**config.mk**
```make
export PLATFORM = sky130hd
export DESIGN_NAME = branch_resolve_flat
export DESIGN_NICKNAME = d
export VERILOG_FILES = /design/src/rtl/branch_resolve_if.sv /design/src/rtl/branch_resolve.sv /design/src/flat_wrapper.sv
export SDC_FILE = /design/constraint.sdc
export NUM_CORES = 1
export LEC_CHECK = 0
export BUFFER_PORTS_ARGS = -buffer_cell sky130_fd_sc_hd__clkbuf_2
export CORE_UTILIZATION = 40
export CTS_CLUSTER_DIAMETER = 40
export DETAILED_ROUTE_END_ITERATION = 10
export PLACE_DENSITY = 0.7
export SYNTH_ARGS = -nofsm -noshare
export SYNTH_HDL_FRONTEND = slang
export SYNTH_SLANG_ARGS = --single-unit
```
**constraint.sdc**
```tcl
create_clock -name clk -period 5 [get_ports clk]
set_clock_uncertainty 0.05 [all_clocks]
set_input_delay 0.75 -clock clk [delete_from_list [all_inputs] [get_ports clk]]
set_output_delay 0.75 -clock clk [all_outputs]
set_load 0.02 [all_outputs]
```
**src/rtl/branch_resolve_if.sv**
```systemverilog
// rtl/branch_resolve_if.sv - execute-stage branch resolution handshake and result bundle
interface branch_resolve_if #(
  parameter int CNT_WIDTH = 32
);
  logic                 stall_in;
  logic                 invalidate_in;
  logic                 valid_in;
  logic [31:0]          pc_in;
  logic [31:0]          imm_in;
  logic [31:0]          rs1_in;
  logic                 is_branch;
  logic                 is_jal;
  logic                 is_jalr;
  logic                 cmp_result;
  logic                 valid_out;
  logic [31:0]          link_out;
  logic                 redirect_valid;
  logic [31:0]          redirect_pc;
  logic                 misaligned_out;
  logic [CNT_WIDTH-1:0] branch_count;
  logic [CNT_WIDTH-1:0] taken_count;

  modport master (
    output stall_in, invalidate_in, valid_in, pc_in, imm_in, rs1_in,
           is_branch, is_jal, is_jalr, cmp_result,
    input  valid_out, link_out, redirect_valid, redirect_pc, misaligned_out,
           branch_count, taken_count
  );

  modport slave (
    input  stall_in, invalidate_in, valid_in, pc_in, imm_in, rs1_in,
           is_branch, is_jal, is_jalr, cmp_result,
    output valid_out, link_out, redirect_valid, redirect_pc, misaligned_out,
           branch_count, taken_count
  );
endinterface

```
**src/rtl/branch_resolve.sv**
```systemverilog
// rtl/branch_resolve.sv - taken/target resolution, one-cycle fetch redirect, wrong-path shadow drop
module branch_resolve #(
  parameter int SHADOW    = 1,
  parameter int CNT_WIDTH = 32
) (
  input  logic           clk,
  input  logic           reset,
  branch_resolve_if.slave br_if
);
  localparam logic [1:0]           SHADOW_LOAD = 2'(SHADOW);
  localparam logic [CNT_WIDTH-1:0] CNT_ONE     = {{(CNT_WIDTH-1){1'b0}}, 1'b1};

  logic                 r_valid;
  logic [31:0]          r_link;
  logic                 r_redirect;
  logic [31:0]          r_redirect_pc;
  logic                 r_misaligned;
  logic [1:0]           r_shadow;
  logic [CNT_WIDTH-1:0] r_branch_cnt;
  logic [CNT_WIDTH-1:0] r_taken_cnt;

  logic        w_accept;
  logic        w_taken;
  logic        w_br_taken;
  logic [31:0] w_sum;
  logic [31:0] w_target;
  logic        w_misaligned;
  logic        w_redirect;

  assign w_accept   = br_if.valid_in & ~br_if.stall_in & ~br_if.invalidate_in & (r_shadow == 2'd0);
  assign w_br_taken = br_if.is_branch & br_if.cmp_result;
  assign w_taken    = br_if.is_jal | br_if.is_jalr | w_br_taken;
  assign w_sum      = (br_if.is_jalr ? br_if.rs1_in : br_if.pc_in) + br_if.imm_in;
  // jalr clears bit0 before the alignment check, so only bit1 can flag misalignment
  assign w_target     = {w_sum[31:1], w_sum[0] & ~br_if.is_jalr};
  assign w_misaligned = w_taken & w_target[1];
  assign w_redirect   = w_taken & ~w_misaligned;

  always_ff @(posedge clk or posedge reset) begin
    if (reset) begin
      r_valid       <= 1'b0;
      r_link        <= 32'd0;
      r_redirect    <= 1'b0;
      r_redirect_pc <= 32'd0;
      r_misaligned  <= 1'b0;
      r_shadow      <= 2'd0;
      r_branch_cnt  <= '0;
      r_taken_cnt   <= '0;
    end else begin
      r_redirect <= 1'b0;
      if (br_if.invalidate_in) begin
        r_valid      <= 1'b0;
        r_misaligned <= 1'b0;
        r_shadow     <= 2'd0;
      end else if (w_accept) begin
        r_valid      <= 1'b1;
        r_link       <= br_if.pc_in + 32'd4;
        r_misaligned <= w_misaligned;
        if (w_redirect) begin
          r_redirect    <= 1'b1;
          r_redirect_pc <= w_target;
          r_shadow      <= SHADOW_LOAD;
        end
        if (br_if.is_branch) r_branch_cnt <= r_branch_cnt + CNT_ONE;
        if (w_br_taken)      r_taken_cnt  <= r_taken_cnt + CNT_ONE;
      end else begin
        if (!br_if.stall_in) begin
          r_valid      <= 1'b0;
          r_misaligned <= 1'b0;
        end
        // shadow runs down even while stalled
        if (r_shadow != 2'd0) r_shadow <= r_shadow - 2'd1;
      end
    end
  end

  assign br_if.valid_out      = r_valid;
  assign br_if.link_out       = r_link;
  assign br_if.redirect_valid = r_redirect;
  assign br_if.redirect_pc    = r_redirect_pc;
  assign br_if.misaligned_out = r_misaligned;
  assign br_if.branch_count   = r_branch_cnt;
  assign br_if.taken_count    = r_taken_cnt;
endmodule

```
**src/flat_wrapper.sv**
```systemverilog
// flat-port wrapper written by rule: the top's interface ports become plain ports
module branch_resolve_flat 
#(
  parameter int SHADOW    = 1,
  parameter int CNT_WIDTH = 32
)
  (clk, reset, br_if_stall_in, br_if_invalidate_in, br_if_valid_in, br_if_pc_in, br_if_imm_in, br_if_rs1_in, br_if_is_branch, br_if_is_jal, br_if_is_jalr, br_if_cmp_result, br_if_valid_out, br_if_link_out, br_if_redirect_valid, br_if_redirect_pc, br_if_misaligned_out, br_if_branch_count, br_if_taken_count);
  branch_resolve_if #(.CNT_WIDTH(CNT_WIDTH)) br_if_i ();
  input  logic clk;
  input  logic reset;
  input wire logic [$bits(br_if_i.stall_in)-1:0] br_if_stall_in;
  input wire logic [$bits(br_if_i.invalidate_in)-1:0] br_if_invalidate_in;
  input wire logic [$bits(br_if_i.valid_in)-1:0] br_if_valid_in;
  input wire logic [$bits(br_if_i.pc_in)-1:0] br_if_pc_in;
  input wire logic [$bits(br_if_i.imm_in)-1:0] br_if_imm_in;
  input wire logic [$bits(br_if_i.rs1_in)-1:0] br_if_rs1_in;
  input wire logic [$bits(br_if_i.is_branch)-1:0] br_if_is_branch;
  input wire logic [$bits(br_if_i.is_jal)-1:0] br_if_is_jal;
  input wire logic [$bits(br_if_i.is_jalr)-1:0] br_if_is_jalr;
  input wire logic [$bits(br_if_i.cmp_result)-1:0] br_if_cmp_result;
  output wire logic [$bits(br_if_i.valid_out)-1:0] br_if_valid_out;
  output wire logic [$bits(br_if_i.link_out)-1:0] br_if_link_out;
  output wire logic [$bits(br_if_i.redirect_valid)-1:0] br_if_redirect_valid;
  output wire logic [$bits(br_if_i.redirect_pc)-1:0] br_if_redirect_pc;
  output wire logic [$bits(br_if_i.misaligned_out)-1:0] br_if_misaligned_out;
  output wire logic [$bits(br_if_i.branch_count)-1:0] br_if_branch_count;
  output wire logic [$bits(br_if_i.taken_count)-1:0] br_if_taken_count;
  assign br_if_i.stall_in = br_if_stall_in;
  assign br_if_i.invalidate_in = br_if_invalidate_in;
  assign br_if_i.valid_in = br_if_valid_in;
  assign br_if_i.pc_in = br_if_pc_in;
  assign br_if_i.imm_in = br_if_imm_in;
  assign br_if_i.rs1_in = br_if_rs1_in;
  assign br_if_i.is_branch = br_if_is_branch;
  assign br_if_i.is_jal = br_if_is_jal;
  assign br_if_i.is_jalr = br_if_is_jalr;
  assign br_if_i.cmp_result = br_if_cmp_result;
  assign br_if_valid_out = br_if_i.valid_out;
  assign br_if_link_out = br_if_i.link_out;
  assign br_if_redirect_valid = br_if_i.redirect_valid;
  assign br_if_redirect_pc = br_if_i.redirect_pc;
  assign br_if_misaligned_out = br_if_i.misaligned_out;
  assign br_if_branch_count = br_if_i.branch_count;
  assign br_if_taken_count = br_if_i.taken_count;
  branch_resolve #(.SHADOW(SHADOW), .CNT_WIDTH(CNT_WIDTH)) u_core (.clk(clk), .reset(reset), .br_if(br_if_i));
endmodule
```
* Yosys cells after proc, flatten, opt, wreduce, memory -nomap -nowiden *
Cells that the tools add are included.
Widths: inputs -> output; s select.

word-level totals
  input bits = 105
  flip-flop bits (word level) = 133

cells by class
  reductions and logical operators = 8
  equal/unequal tests = 2
  multiplexer cells = 13
  bitwise operators = 13
  add/subtract/negate cells = 5

operator list
  cell                   number
  $add 32x1->32 const B  2
  $add 32x3->32 const B  1
  $add 32x32->32         1
  $mux 32                1
  $reduce_and 3->1       3
  $mux 1                 8
  $mux 2                 4
  $and 1x1->1            7
  $not 1->1              4
  $reduce_and 2->1       2
  $ne 3x1->1 const B     1
  $ne 3x3->1 const B     1
  $reduce_bool 3->1      1
  $logic_not 2->1        1
  $or 1x1->1             2
  $reduce_bool 2->1      1
  $sub 2x1->2 const B    1

* Longest topological paths before layout *
Gate-level depths: netlist of run 1.

  word-level depth = 8
  gate-level depth with buffers = 13
  gate-level depth less buffers = 10

* Worst setup path after synthesis of run 1 *
OpenSTA, ideal clock, no wires.

  kind = input-to-reg
  start = input port br_if_is_jalr
  end = register u_core.r_redirect_pc[28] (netlist: u_core.br_if.redirect_pc[28])
  library setup time = 0.126 ns
  slack = 0.719 ns
  arrival time = 4.105 ns
  cell stages on the path = 12
  path buffers = 2
  data required time = 4.824 ns
  cell sequence = clkbuf_1 > clkbuf_1 > mux2_2 > ha_1 > fa_1 > a211oi_1 > o311ai_1 > a211oi_1 > nor3_1 > o21ai_0 > o21ai_0 > a221o_1

between the ends
  word-level cells in the longest chain between the ends = 6
  elaborated cells on any way between the ends = 8

ends and longest elaborated chain
  item                                          RTL line                                    RTL
  start, declared                               flat_wrapper.sv:19                          input wire logic [$bits(br_if_i.is_jalr)-1:0] br_if_is_jalr;
  $mux 32 or $or 1x1->1 (tied branches)         branch_resolve.sv:33, branch_resolve.sv:32
  $add 32x32->32 or $or 1x1->1 (tied branches)  branch_resolve.sv:33, branch_resolve.sv:32
  $and 1x1->1                                   branch_resolve.sv:36                        assign w_misaligned = w_taken & w_target[1];
  $not 1->1                                     branch_resolve.sv:37                        assign w_redirect = w_taken & ~w_misaligned;
  $and 1x1->1                                   branch_resolve.sv:37
  $reduce_and 3->1 (no line)                    n/a
  end signal, assigned                          branch_resolve.sv:61                        r_redirect_pc <= w_target;
  end, declared                                 branch_resolve.sv:16                        logic [31:0] r_redirect_pc;

Several ways; a longest one is shown, not always the timed one.
A chain may end at the register's enable or synchronous reset.

* Worst setup path after layout of run 1 *
Ends and elaborated chain as after synthesis.

==> out/metrics.csv, run 1 <==
stage,metric,value,unit
status,status,finished clean,
clock_tree,CTS tree,yes,
sta,fmax,262,MHz
power_and_ir_drop,Worst VDD drop,0.000222,V
synth,Synth Instances,831,
die,# IOs,236,
synth,post-synthesis sequential area ratio,0.423,
drt,DRT Pass-1 Iters,6,
global_route,pin count of the biggest net entering global routing,104,
drt,Post-DRT Antenna Nets,0,
synth,"EDFF count, synth",0,
sta,Fin. Hold Viols,0,
setup_path,capturing element type of the critical path,register,
die,row count,50,
synth,Commonest cells post-synth,"133 x dfrtp_1, 121 x nand2_1, 76 x o21ai_0",
synth,area share of the largest cell type after synthesis,0.423,
sta,Slew HR,0.383,
synth,synth warn,0,
placed_design,Post-Place Setup Slack,0.751,ns
synth,Mapped Nets,971,
synth,"Distinct cells, synth",61,
setup_path,Startpoint Class,primary input,
clock_tree,CTS Buf Count,17,
drt,total wire length,21.9,mm
finish,Final Instance Area,0.00987,mm^2
clock_tree,H-tree depth,4,
synth,async set or reset register ratio after synthesis,1.00,
finish,fin nets,1199,
die,die width,142,um
synth,Netlist Area Pre-Place,0.00786,mm^2
sta,Hold Slack,0.424,ns
sta,RSZ-0062 raised after global routing,no,
placed_design,placed instance area,0.00928,mm^2
sta,setup TNS,0,ns
setup_path,kind of critical path,primary input to register,
run,Max Cap Violations,0,
drt,first-iteration detailed-routing DRC count,244,
power_and_ir_drop,PwrDens,372,mW/mm^2
sta,setup violators final,0,
die,Die Height,142,um
min_path,Hold WC Path Type,register to register,
die,CORE AREA,0.0190,mm^2
power_and_ir_drop,leakage,0.00489,uW
drt,Via Count,6937,
sta,Worst Tran Pin Value,0.925,ns
clock_tree,Clock Pin Slew Worst Setup and Hold Paths,0.07,ns
clock_tree,clock root cell,clkbuf_16,
finish,layout cells sized above 1,0.301,
drt,DRC,0,
synth,register bit total from synthesis,133,
synth,top cell type by total area after synthesis,dfrtp_1,
placed_design,count of input and output buffers,235,
clock_tree,maximum number of buffers from clock root to sink,2,
drt,vias per cell,5.20,
clock_tree,post-CTS sizing,0,
global_route,initial antenna violation count,1,
clock_tree,Worst-Skew Late Latency,0.42,ns
sta,Final WS setup,1.18,ns
sta,period utilisation layout,0.764,
synth,top post-synthesis cells by area,"dfrtp_1 42%, xnor2_1 7.1%, nand2_1 5.8%",
synth,syn_area_per_cell,9.46,um^2
synth,most common cell in the netlist,dfrtp_1,
power_and_ir_drop,total power,3670,uW
setup_path,Worst EP required,5.25,ns
placed_design,RePlAce Congestion,0.979,
setup_path,critical path peak fanout,5,
synth,"Top FF cell, synth",dfrtp_1,
global_route,number of global-route vias before repair,6563,
sta,Slew Limit Fails,0,
clock_tree,CTS sink count,133,
clock_tree,Post-CTS Setup Inserts,0,
placed_design,hpwl dp,17.1,mm
clock_tree,hold_buf cts,0,
setup_path,Critical Path AT,4.07,ns
drt,Wirelength per Cell,16.4,um
global_route,grt total ovfl,0,
sta,Tmin final,3.82,ns
global_route,first-pass GRT wire length,34.2,mm
global_route,global-route usage over all layers,0.219,
die,full die area,0.0202,mm^2
finish,area grow syn2layout,25.6,%
die,Initial Util,0.415,
==> cells by family after synthesis <==
family,synth area share
DFF,0.423
buffers and inverters,0.0263
muxes,0.0486
and+or+nand+nor,0.186
AOI/OAI and AO/OA,0.138
xor gates and xnor gates,0.121
adders and majority gates,0.0567
==> critical path: stages <==
cell	delay, ns
clkbuf_2	0.15
mux2_2	0.35
ha_1	0.22
fa_1	0.43
a211oi_1	0.39
o311ai_1	0.19
a211oi_1	0.35
nor3_1	0.17
o21ai_0	0.54
o21ai_0	0.20
a221o_1	0.31
==> power breakdown <==
| part | internal [uW] | switching [uW] | total [uW] |
|---|---|---|---|
| clock network | 755 | 507 | 1260 |
| logic | 371 | 656 | 1030 |
| registers | 1250 | 126 | 1380 |
| total | 2380 | 1290 | 3670 |
==> stage by stage <==
step,instances,utilization
floorplan,831,-
global placement,1300,0.489
detailed placement,1300,0.489
CTS,1332,0.521
global route,1333,0.521
finish,1333,0.521
==> state kept, by name, indices dropped and copies added, names as in the netlist <==
| signal | count |
|---|---|
| u_core.br_if.branch_count | 32 |
| u_core.br_if.link_out | 32 |
| u_core.br_if.redirect_pc | 32 |
| u_core.br_if.taken_count | 32 |
| u_core.r_shadow | 2 |
| u_core.br_if.misaligned_out | 1 |
| u_core.br_if.redirect_valid | 1 |
| u_core.br_if.valid_out | 1 |
==> final cells by class <==
class                      instances  area, um^2
inverter                          19        76.3
clock inverter                    13         148
tap                              260         325
multi-input combinational        647        4330
sequential                       133        3330
timing repair buffer             241        1220
clock buffer                      19         443
antenna                            1        2.50
fill                            1803        9080
==> routing by layer <==
layer  track usage  part of all wire  wire length, um
met1         0.303              0.46            10200
met5             0                 0                0
met4        0.0736             0.012              270
met2         0.342              0.46            10200
met3        0.0404             0.059             1300
==> final timing paths <==
path	from	end	slack, ns	cells past startpoint
worst max-delay path	br_if_is_jalr	u_core.br_if.redirect_pc[28]	1.18	11
worst min-delay path	u_core.br_if.taken_count[31]	u_core.br_if.taken_count[31]	0.42	1
worst max register to register	u_core.r_shadow[1]	u_core.br_if.redirect_pc[10]	1.93	7
worst min register to register	u_core.br_if.taken_count[31]	u_core.br_if.taken_count[31]	0.42	1
max in group asynchronous	reset	u_core.br_if.link_out[31]	3.36	3
min in group asynchronous	reset	u_core.br_if.taken_count[30]	0.49	2
==> cell usage in the layout, fill, tap and decap left out, drive strengths merged, types with 10 or more instances in the layout <==
cell type  instances
xnor2             64
inv               23
nand4             30
nand2            123
and3              26
dfrtp            133
a21o              10
a21oi             39
o21ai             76
nand3             34
nor2              38
nor3              11
ha                34
clkbuf           254
mux2              33
xor2              45
Note: power is estimated with default switching activity, not from simulation.
==> run 2: changes to the inputs <==
--- a/config.mk
+++ b/config.mk
@@ -5,11 +5,12 @@
 export SDC_FILE = /design/constraint.sdc
 export NUM_CORES = 1
 export LEC_CHECK = 0
+export ABC_AREA = 1
 export BUFFER_PORTS_ARGS = -buffer_cell sky130_fd_sc_hd__clkbuf_2
 export CORE_UTILIZATION = 40
 export CTS_CLUSTER_DIAMETER = 40
 export DETAILED_ROUTE_END_ITERATION = 10
-export PLACE_DENSITY = 0.7
+export PLACE_DENSITY = 0.68
 export SYNTH_ARGS = -nofsm -noshare
 export SYNTH_HDL_FRONTEND = slang
 export SYNTH_SLANG_ARGS = --single-unit
==> constraint.sdc (replaced) <==
create_clock -name clk -period 3.86 [get_ports clk]
set_clock_uncertainty 0.05 [all_clocks]
set_input_delay 0.579 -clock clk [delete_from_list [all_inputs] [get_ports clk]]
set_output_delay 0.579 -clock clk [all_outputs]
set_load 0.02 [all_outputs]
==> out/metrics.csv, run 2 <==
stage,metric,value,unit
placed_design,count of input and output buffers,235,
synth,Synth Instances,1407,
die,Initial Util,0.411,
sta,period utilisation layout,0.701,
clock_tree,clock root cell,clkbuf_16,
synth,combinational family with the most area after synthesis,simple AND/OR/NAND/NOR gates,
synth,Netlist Area Pre-Place,0.00937,mm^2
finish,most frequent cells in the layout,"521 x nand2_1, 235 x clkbuf_2, 194 x inv_1",
global_route,number of global-route vias before repair,9108,
placed_design,RePlAce Congestion,0.968,
setup_path,Setup crit end,u_core.br_if.redirect_pc[21],
synth,syn_area_per_cell,6.66,um^2
die,full die area,0.0240,mm^2
min_path,Hold WC Path Type,primary input to asynchronous set/reset pin,
synth,fraction of the mapped netlist area in simple logic gates,0.368,
setup_path,Critical Path AT,2.97,ns
placed_design,hpwl dp,24.4,mm
synth,Commonest cells post-synth,"521 x nand2_1, 195 x inv_1, 133 x dfrtp_1",
synth,post-synthesis sequential area ratio,0.355,
drt,DRC,0,
setup_path,capturing element type of the critical path,register,
sta,Slew Limit Fails,0,
die,row count,55,
setup_path,kind of critical path,primary input to register,
setup_path,Worst EP required,4.13,ns
synth,"Top FF cell, synth",dfrtp_1,
setup_path,R2R depth,6,
synth,most common cell in the netlist,nand2_1,
sta,Worst Tran Pin Value,0.817,ns
global_route,global-route usage over all layers,0.252,
sta,Hold Slack,0.159,ns
power_and_ir_drop,Worst VDD drop,0.000229,V
finish,fin nets,1785,
global_route,initial antenna violation count,2,
clock_tree,CTS sink count,133,
sta,RSZ-0062 raised after global routing,no,
status,status,finished clean,
finish,layout cells sized above 1,0.180,
synth,Mapped Nets,1547,
power_and_ir_drop,PwrDens,446,mW/mm^2
setup_path,crit path from,br_if_is_jalr,
run,Max Cap Violations,0,
die,Die Height,155,um
setup_path,Startpoint Class,primary input,
die,CORE AREA,0.0228,mm^2
finish,"most common cell after layout, fill and taps aside",nand2_1,
drt,Via Count,9638,
drt,Wirelength per Cell,15.1,um
drt,DRT Pass-1 Iters,5,
synth,top cell type by total area after synthesis,dfrtp_1,
clock_tree,maximum number of buffers from clock root to sink,2,
placed_design,placed cell count,1939,
clock_tree,Post-CTS Setup Inserts,0,
synth,synth warn,0,
synth,"Distinct cells, synth",36,
setup_path,FF-to-FF Start,u_core.r_shadow[0],
clock_tree,post-CTS sizing,0,
power_and_ir_drop,total power,5150,uW
clock_tree,H-tree depth,4,
synth,async set or reset register ratio after synthesis,1.00,
global_route,pin count of the biggest net entering global routing,107,
setup_path,Reg2Reg Capture Point,u_core.br_if.link_out[24],
synth,"EDFF count, synth",0,
setup_path,critical-path cell list,"clkbuf_2, buf_4, o21ai_0, ha_1, nand2_1, inv_1, nand2_1, nor3_1, nand2_1, nand2_1, nand2_1, nand2_1, nand2_1, nand3_1, nand2_1",
drt,first-iteration detailed-routing DRC count,574,
setup_path,reg2reg setup slack,1.62,ns
finish,area grow syn2layout,23.3,%
die,die width,155,um
clock_tree,CTS Buf Count,17,
synth,xor/xnor cell area share of the yosys netlist,0.0776,
sta,Tmin final,2.71,ns
synth,register bit total from synthesis,133,
sta,Slew HR,0.450,
clock_tree,CTS tree,yes,
setup_path,critical path peak fanout,41,
placed_design,Post-Place Setup Slack,0.670,ns
setup_path,Slowest cell on crit path,ha_1,
power_and_ir_drop,leakage,0.00638,uW
clock_tree,Worst-Skew Late Latency,0.42,ns
setup_path,"slowest stage delay, CP",0.40,ns
sta,Fin. Hold Viols,0,
synth,top post-synthesis cells by area,"dfrtp_1 36%, nand2_1 21%, inv_1 7.8%",
sta,Final WS setup,1.15,ns
sta,setup violators final,0,
finish,Post-Layout Cell Count,1972,
clock_tree,Clock Pin Slew Worst Setup and Hold Paths,0.08,ns
synth,area share of fa/ha/maj cells after synthesis,0.0475,
setup_path,most frequent CP cell,nand2_1,
synth,area share of the largest cell type after synthesis,0.355,
global_route,first-pass GRT wire length,46.5,mm
drt,Post-DRT Antenna Nets,0,
sta,fmax,370,MHz
synth,compound-gate portion of the synthesized area,0.0621,
die,# IOs,236,
clock_tree,hold_buf cts,0,
sta,setup TNS,0,ns
drt,vias per cell,4.89,
drt,total wire length,29.9,mm
global_route,grt total ovfl,0,
synth,mux share of post-synthesis cell area,0,
## run 2: cell types whose count changed after synthesis, sizes merged, moves of 26 or more
cell	delta
nand3	+56
and3	-26
nand2	+401
mux2	-33
nor3	+31
nor2	+100
xnor2	-29
inv	+181
## run 2: how the worst min path moves through the flow
stage,from,endpoint,depth (start not counted)
after floorplan,u_core.r_shadow[0],u_core.r_shadow[0],1
after global routing,reset,u_core.br_if.link_out[16],2
after detailed placement,u_core.br_if.branch_count[31],u_core.br_if.branch_count[31],1
after CTS,reset,u_core.br_if.link_out[16],2
after global placement,u_core.br_if.branch_count[31],u_core.br_if.branch_count[31],1
final,reset,u_core.br_if.link_out[16],2
## run 2: cells by family (layout without fill, tap and decap cells)
family | after synthesis | count (layout)
xor gates and xnor gates | 83 | 83
and+or+nand+nor | 823 | 823
adders and majority gates | 35 | 35
buffers and inverters | 222 | 473
DFF | 133 | 133
other | 0 | 1
AOI/OAI and AO/OA | 111 | 111
## run 2: cell type report
| cell class | instances | area (um^2) |
|---|---|---|
| well taps | 313 | 392 |
| repair buffers | 240 | 1230 |
| multi-input cells | 1052 | 5200 |
| flip-flops and latches | 133 | 3330 |
| clock inverters | 15 | 218 |
| fillers | 2283 | 11200 |
| inverters | 201 | 758 |
| diodes | 1 | 2.50 |
| clock buffers | 17 | 425 |
## run 2: power by group
part	internal [uW]	leakage, uW	switching, uW	total, uW
clock	1100	0.000317	713	1820
sequential	1640	0.00169	190	1830
combinational	505	0.00438	998	1500
## run 2: metrics by stage
step	util	area [um^2]
final	0.507	11600
after global routing	0.507	11600
after CTS	0.507	11500
after detailed placement	0.479	10900
after global placement	0.479	10900
after floorplan	-	9370
## run 2: layer usage
metal,share of wire,up-vias,routed length [um],track usage
met1,0.45,4374,13300,0.325
li1,-,4872,-,-
met5,0.00044,-,13,0
met3,0.061,59,1830,0.0504
met2,0.46,331,13800,0.414
met4,0.030,2,910,0.0985
## run 2: critical path: cells and delay by family
kind	cells	cell delay, ns
adders and majority gates	1	0.40
AOI/OAI and AO/OA	1	0.20
buffers and inverters	3	0.80
and+or+nand+nor	10	0.97
